### config.mk
export PLATFORM = sky130hd
export DESIGN_NAME = serial_addsub
export DESIGN_NICKNAME = d
export VERILOG_FILES = /design/src/rtl/serial_addsub.sv
export SDC_FILE = /design/constraint.sdc
export NUM_CORES = 1
export LEC_CHECK = 0
export CORE_AREA = 2 2 76 78
export CTS_CLUSTER_SIZE = 30
export DETAILED_ROUTE_END_ITERATION = 7
export DIE_AREA = 0 0 78 80
export GPL_TIMING_DRIVEN = 0
export PLACE_DENSITY = 0.88
export SLEW_MARGIN = 20
export SYNTH_ARGS = -nofsm -noshare
export SYNTH_HDL_FRONTEND = slang
export SYNTH_SLANG_ARGS = --single-unit
### constraint.sdc
create_clock -name clk -period 6.31 [get_ports clk]
set_clock_uncertainty 0.15 [all_clocks]
set_input_delay 0.9465 -clock clk [delete_from_list [all_inputs] [get_ports clk]]
set_output_delay 0.9465 -clock clk [all_outputs]
set_load 0.02 [all_outputs]
### src/rtl/serial_addsub.sv
// Digit-serial adder/subtractor: latches operands on start, then walks a
// DIGIT-bit full-adder slice from LSB to MSB one digit per clock, keeping the
// inter-digit carry in a single flop. Result bits are written in place.

// One bit of the carry chain.
module serial_addsub_fa (
  input  logic a_i,
  input  logic b_i,
  input  logic c_i,
  output logic s_o,
  output logic c_o
);
  assign s_o = a_i ^ b_i ^ c_i;
  assign c_o = (a_i & b_i) | (c_i & (a_i ^ b_i));
endmodule

module serial_addsub #(
  parameter int WIDTH = 16,
  parameter int DIGIT = 1
) (
  input  logic             clk,
  input  logic             rst_n,
  input  logic             start,
  input  logic             sub,
  input  logic             c_in,
  input  logic [WIDTH-1:0] a,
  input  logic [WIDTH-1:0] b,
  output logic             busy,
  output logic             done,
  output logic [WIDTH-1:0] sum,
  output logic             c_out,
  output logic             ovf
);
  localparam int STEPS = WIDTH / DIGIT;
  localparam int SW    = (STEPS > 1) ? $clog2(STEPS) : 1;
  localparam logic [SW-1:0] LAST = SW'(STEPS - 1);

  typedef enum logic [1:0] {IDLE, RUN, DONE} state_e;

  state_e           state_q, state_d;
  logic [SW-1:0]    step_q;
  logic             carry_q;
  logic             sub_q;
  logic [WIDTH-1:0] a_q, b_q, sum_q;
  logic             c_out_q, ovf_q;

  logic [DIGIT-1:0] a_dig, b_dig, s_dig;
  logic [DIGIT:0]   chain;
  logic             accept, last;

  // Operands may only be taken when no computation is in flight.
  assign accept = start && (state_q != RUN);
  assign last   = (state_q == RUN) && (step_q == LAST);

  // Pick the digit under the cursor; b is inverted here for subtract.
  always_comb begin
    a_dig = '0;
    b_dig = '0;
    for (int k = 0; k < STEPS; k++) begin
      if (step_q == SW'(k)) begin
        a_dig = a_q[k*DIGIT +: DIGIT];
        b_dig = b_q[k*DIGIT +: DIGIT] ^ {DIGIT{sub_q}};
      end
    end
  end

  assign chain[0] = carry_q;

  generate
    for (genvar i = 0; i < DIGIT; i++) begin : g_fa
      serial_addsub_fa u_fa (
        .a_i (a_dig[i]),
        .b_i (b_dig[i]),
        .c_i (chain[i]),
        .s_o (s_dig[i]),
        .c_o (chain[i+1])
      );
    end
  endgenerate

  // State register.
  always_ff @(posedge clk) begin
    if (!rst_n) state_q <= IDLE;
    else        state_q <= state_d;
  end

  // Next-state: DONE can accept a new start directly, so there is no idle gap.
  always_comb begin
    state_d = state_q;
    case (state_q)
      IDLE:    if (start) state_d = RUN;
      RUN:     if (step_q == LAST) state_d = DONE;
      DONE:    state_d = start ? RUN : IDLE;
      default: state_d = IDLE;
    endcase
  end

  // Datapath: latch on accept, otherwise retire one digit per RUN cycle.
  always_ff @(posedge clk) begin
    if (!rst_n) begin
      step_q  <= '0;
      carry_q <= 1'b0;
      sub_q   <= 1'b0;
      a_q     <= '0;
      b_q     <= '0;
      sum_q   <= '0;
      c_out_q <= 1'b0;
      ovf_q   <= 1'b0;
    end else if (accept) begin
      a_q     <= a;
      b_q     <= b;
      sub_q   <= sub;
      step_q  <= '0;
      // Subtract is a + ~b + 1, so the borrow-in enters inverted.
      carry_q <= sub ? ~c_in : c_in;
    end else if (state_q == RUN) begin
      for (int k = 0; k < STEPS; k++) begin
        if (step_q == SW'(k)) sum_q[k*DIGIT +: DIGIT] <= s_dig;
      end
      carry_q <= chain[DIGIT];
      step_q  <= step_q + SW'(1);
      if (last) begin
        c_out_q <= chain[DIGIT];
        ovf_q   <= chain[DIGIT] ^ chain[DIGIT-1];
      end
    end
  end

  assign busy  = (state_q == RUN);
  assign done  = (state_q == DONE);
  assign sum   = sum_q;
  assign c_out = c_out_q;
  assign ovf   = ovf_q;
endmodule

Yosys cells after proc, flatten, opt, wreduce, memory -nomap -nowiden. Index checks and enable logic that the tools add are counted.

Register bits: 58. Latch bits: 0. Memory bits (writable): 0. ROM bits: 0. Input bits: 37. Word-level logic and storage cells: 133. Memories kept: 0.

Add/sub/neg operators: 1. $mul: 0. Div/mod/pow operators: 0. $lt $le $gt $ge: 0. Equal/unequal tests: 20. Shift-type cells: 0. Multiplexer cells: 39. Bitwise logic cells: 25. Reduce and logical (&&, ||, !) cells: 24.

Operator list (count): $reduce_and A3 Y1 (17); $mux W1 (36); $eq A4 B4 Y1 const B (8); $xor A1 B1 Y1 (19); $eq A4 B3 Y1 const B (4); $eq A4 B2 Y1 const B (2); $pmux W2 S3 (1); $add A4 B1 Y4 const B (1); $eq A4 B1 Y1 const B (1); $logic_not A4 Y1 (1); $mux W2 (2); $ne A2 B1 Y1 const B (2); $not A1 Y1 (3); $and A1 B1 Y1 (2); $eq A2 B1 Y1 const B (1); $eq A2 B2 Y1 const B (1); $logic_and A1 B1 Y1 (2); $logic_not A2 Y1 (1); $ne A2 B2 Y1 const B (1); $reduce_and A2 Y1 (1); $reduce_bool A2 Y1 (1); $reduce_or A2 Y1 (1); $or A1 B1 Y1 (1).

Logic depth before layout (Yosys ltp).
Word-level depth: 22. Mapped depth: 12. Depth with buffers taken out: 11.

Modules after synthesis. A second synthesis with hierarchy kept.

Cells, all modules: 379. Area total of the unflattened synthesis: 3035.4 µm².

By module, submodules not included: serial_addsub (times used 1, cells each 378, area each 3015.4 µm², sequential area each 1161.1 µm²); serial_addsub_fa (times used 1, cells each 1, area each 20.0 µm², sequential area each 0.0 µm²).

Worst setup path after synthesis. OpenSTA, ideal clock, no wires.

Path kind: reg-to-reg. Start: register step_q[0]. End: register sum_q[0], in the netlist sum[0]. Library setup time: 0.142 ns. Data arrival time: 2.643 ns. Required time: 6.018 ns. Slack: 3.374 ns. Stages on the path, launching flop included: 12. Buffers on the path: 2. Clock period less this slack: 2.936 ns. Cell sequence: dfxtp_1 > inv_1 > ha_1 > or3b_2 > a32oi_1 > nor2_1 > a32oi_1 > o31ai_1 > fa_1 > buf_1 > clkbuf_1 > a311oi_1.

Cells in the longest elaborated chain, start to end: 19.

RTL lines: start: declaration (RTL line 41) `logic [SW-1:0] step_q;`; start signal: assignment (RTL line 121) `step_q <= step_q + SW'(1);`; $logic_not A4 Y1 (RTL line 60, 118); $mux W1 (16 in a row) (RTL line 60) `if (step_q == SW'(k)) begin`; $xor A1 B1 Y1 (2 in a row) (RTL line 13) `assign s_o = a_i ^ b_i ^ c_i;`; end signal: indexed assignment (RTL line 118) `if (step_q == SW'(k)) sum_q[k*DIGIT +: DIGIT] <= s_dig;`; end: declaration (RTL line 44) `logic [WIDTH-1:0] a_q, b_q, sum_q;`.

Parallel ways exist; a longest one is shown, timed or not. A chain may end at the register's enable or synchronous reset.

Worst setup path after layout.
Start: register step_q[0]. End: register sum_q[3], in the netlist sum[3].

Cells in the longest elaborated chain, start to end: 19.

RTL lines (RTL line): $logic_not A4 Y1 (60); $mux W1 (16 in a row) (60); $xor A1 B1 Y1 (2 in a row) (13).

Parallel ways exist; a longest one is shown, timed or not.

==> metrics.md <==
| Metric | Value |
|---|---|
| Clk sinks | between 50 and 60 |
| Max Used Layer | met4 |
| Root Driver | clkbuf_8 |
| Final HPWL DP | just over 5000 um |
| Post-cts gate resize count | 0 |
| Asr flop ratio synth | 0% |
| Area growth from synthesis to final layout | 27.79% |
| Max cap viols | 0 |
| Met1 wire length | between 3000 and 4000 um |
| Worst EP arrival | 3.60 ns |
| Grt total ovfl | 0 |
| Via count | around 2800 |
| R2R depth | 12 |
| Outcome | finished, final reports clean |
| Hold Vio Cnt, Final | 0 |
| Total Power | 808.1 uW |
| Clock Pin Slew Worst Setup and Hold Paths | approximately 0.060 ns |
| RSZ-0062 raised after global routing | false |
| Num CTS Buffers | 9 |
| Slew Viols, Final | 0 |
| Period minus WS final | roughly 3.5 ns |
| #FFs+latches synth | between 50 and 60 |
| Mapped Cells | 370 |
| Number of global-route vias before repair | 2553 |
| Die Height | around 80 um |
| Largest net degree at the start of global routing | 11 |
| Slowest CP cell | fa_1 |
| First-pass GRT wire length | roughly 11000 um |
| Top FF cell, synth | dfxtp_1 |
| Slew margin rel. | 63.61% |
| Hold Buf Count CTS | 0 |
| VDD IR max | ~0.00015 V |
| Hold Path Class | flip-flop to flip-flop |
| CP Launch Type | flip-flop |
| Post-Route WL | 7105 um |
| PortBufs | 56 |
| Row cnt | 27 |
| H-tree depth | 3 |
| Via density | between 5 and 6 |
| Slew @ Worst Pin | roughly 0.55 ns |
| P_leak | between 1 and 1.5 nW |
| Layout cell share with drive strength beyond 1 | about 7.5% |
| Power Dens Cells | ~220 mW/mm^2 |
| Setup bufs post-CTS | 0 |
| Core ar. | approximately 0.0054 sq mm |
| Worst R2R Start | step_q[0] |
| First element of the critical path | step_q[0] |
| Ports | between 50 and 60 |
| Yosys warns | 0 |
| Die area | between 0.006 and 0.007 sq mm |
| Metal2 WL | around 3400 um |
| Initial antenna violation count | 0 |
| Register area share after synthesis | ~40% |
| Routed wl met3 | 412 um |
| Overall Global Routing Usage | a little under a quarter |
| Worst endpoint required time | 6.36 ns |
| Worst R2R Setup Slack | 2.76 ns |
| Drt initial violations | ~170 |
| Post-DRT Antenna Nets | 0 |
| Worst-case clock buffer depth | 2 |
| Synthesized Nets | 412 |
| Final setup violation count | 0 |
| Fin crit share | between 50% and 60% |
| Clock latency on the worst-skew pair | around 0.34 ns |
| Finished Cell Area | between 0.003 and 0.004 sq mm |
| Final #Nets | ~480 |
| Crit-path cells | inv_1 -> ha_1 -> clkbuf_1 -> nor3b_1 -> nor3_1 -> o21ai_0 -> a32oi_1 -> o31ai_1 -> fa_1 -> buf_1 -> clkbuf_1 -> a311oi_1 |
| Critical path endpoint | sum[3] |
| CTS tree | yes |
| Critical path peak fanout | 10 |
| FMAX | between 0.2 and 0.3 GHz |
| Die span in x | between 70 and 80 um |
| Initial Util | 53.89% |
| Max incr delay on CP | approximately 0.49 ns |
| Most Frequent Cell on Critical Path | clkbuf_1 |
| WL/cell | ~14 um |
| Drt pass-1 iters | 5 |
| CP Capture Type | flip-flop |
| Cell Area, Synth | 0.002913 sq mm |
| Kind of critical path | flip-flop to flip-flop |
| EDFF count, synth | 0 |
| Inserted Diodes | 0 |
| Syn avg cell area | roughly 7.9 sq um |
| Routability cong. | ~0.9 |
| Placed cell areas | around 0.0036 sq mm |
| Worst R2R End | sum[3] |
| Setup TNS | 0 ns |
| # DRC | 0 |
| Post-synth cell types | 45 |
worst min path at each step:
stage | start | slack [ns] | depth (start not counted) | to
2_1_floorplan | a_q[2] | 0.28 | 2 | a_q[2]
3_3_place_gp | a_q[2] | 0.29 | 2 | a_q[2]
3_5_place_dp | a_q[2] | 0.29 | 2 | a_q[2]
4_1_cts | a_q[2] | 0.30 | 2 | a_q[2]
5_1_grt | a_q[2] | 0.32 | 2 | a_q[2]
6_report | a_q[2] | 0.30 | 2 | a_q[2]
placed cells by master (no fill, tap or decap), drive strengths merged, types with 4 or more instances in the layout:
master and n:
a21oi 66, and2 4, buf 20, dfxtp 58, o21ai 10, clkbuf 27
nand2b 6, inv 5, nand3b 8, nor2 18, nand2 77, ha 4
nor2b 10, a311oi 15, xnor2 8, clkdlybuf4s50 56, nor3 5
cell type report:
type	instances	area (sq um)
buffer	34	162.7
inverter	5	18.77
clock buffer	13	158.9
fill	462	1683
sequential	58	1161
timing repair buffer	56	560.5
multi-input combinational	273	1570
tap	72	90.09
worst max-delay path: cells and delay by family, from the launching register on:
family,cells,cell delay (ns)
DFF,1,0.43
and+or+nand+nor,2,0.38
adders and majority gates,2,0.78
buffers and inverters,4,1.00
AOI/OAI and AO/OA,4,0.65
cells in the mapped netlist, types with 2 or more instances:
master     number  area (sq um)
nor3_1          4         20.02
a211oi_1        3         22.52
a32oi_1         3         26.28
and2_1          4         25.02
clkbuf_1       14         52.55
nor3b_1         3         22.52
buf_1           3         11.26
inv_1           5         18.77
dfxtp_1        58          1161
nor2_1         16         60.06
a31oi_1         2         12.51
and3_1          3         18.77
buf_4           3         22.52
o21ai_0        10         50.05
o31ai_1         2         15.01
nand3_1         2         10.01
o211ai_1        2         15.01
a32o_1          2         20.02
o2bb2ai_1       2         17.52
nand3b_1        8         60.06
nand2_1        77         289.0
a21oi_1        66         330.3
a311oi_1       15         131.4
nor2b_1        10         62.56
or3_1           2         12.51
xnor2_1         8         70.07
mux2i_1         3         30.03
xor2_1          3         26.28
ha_1            4         50.05
nand2b_1        6         37.54
buf_2          13         65.06
layer usage:
layer | global-route usage (%) | up-vias
li1 | - | 1417
met2 | 40.86 | 89
met5 | 0 | -
met3 | 5.882 | 15
met4 | 11.75 | 0
met1 | 27.27 | 1281
through the flow:
| stage | setup slack (ns) | hold slack [ns] | util (%) | instances |
|---|---|---|---|---|
| 6_report | 2.761 | 0.2992 | 68.87 | 511 |
| 5_1_grt | 2.505 | 0.3212 | 68.87 | 511 |
| 4_1_cts | 2.793 | 0.3019 | 68.87 | 511 |
| 3_5_place_dp | 2.825 | 0.2940 | 65.93 | 498 |
| 3_3_place_gp | 2.891 | 0.2926 | 65.93 | 498 |
| 2_1_floorplan | 3.374 | 0.2812 | - | 370 |
registers in the layout, indices dropped and copies added, names as in the netlist:
| signal | flops |
|---|---|
| a_q | 16 |
| b_q | 16 |
| c_out | 1 |
| carry_q | 1 |
| ovf | 1 |
| state_q | 2 |
| step_q | 4 |
| sub_q | 1 |
| sum | 16 |
power by group:
part | total, mW | internal [mW] | switching [mW] | leakage, nW
registers | 0.391 | 0.381 | 0.0101 | 0.473
logic | 0.128 | 0.0571 | 0.0708 | 0.770
clock network | 0.289 | 0.157 | 0.132 | 0.0815
logic make-up after synthesis:
family / share of synthesized area [%]
AND/OR/NAND/NOR: 23.58
AO/OA/AOI/OAI: 23.58
flip-flops: 39.86
buffers and inverters: 6.228
XOR/XNOR: 3.308
adder cells (fa/ha/maj): 2.406
multiplexers: 1.031
(Power assumes the default switching activity.)
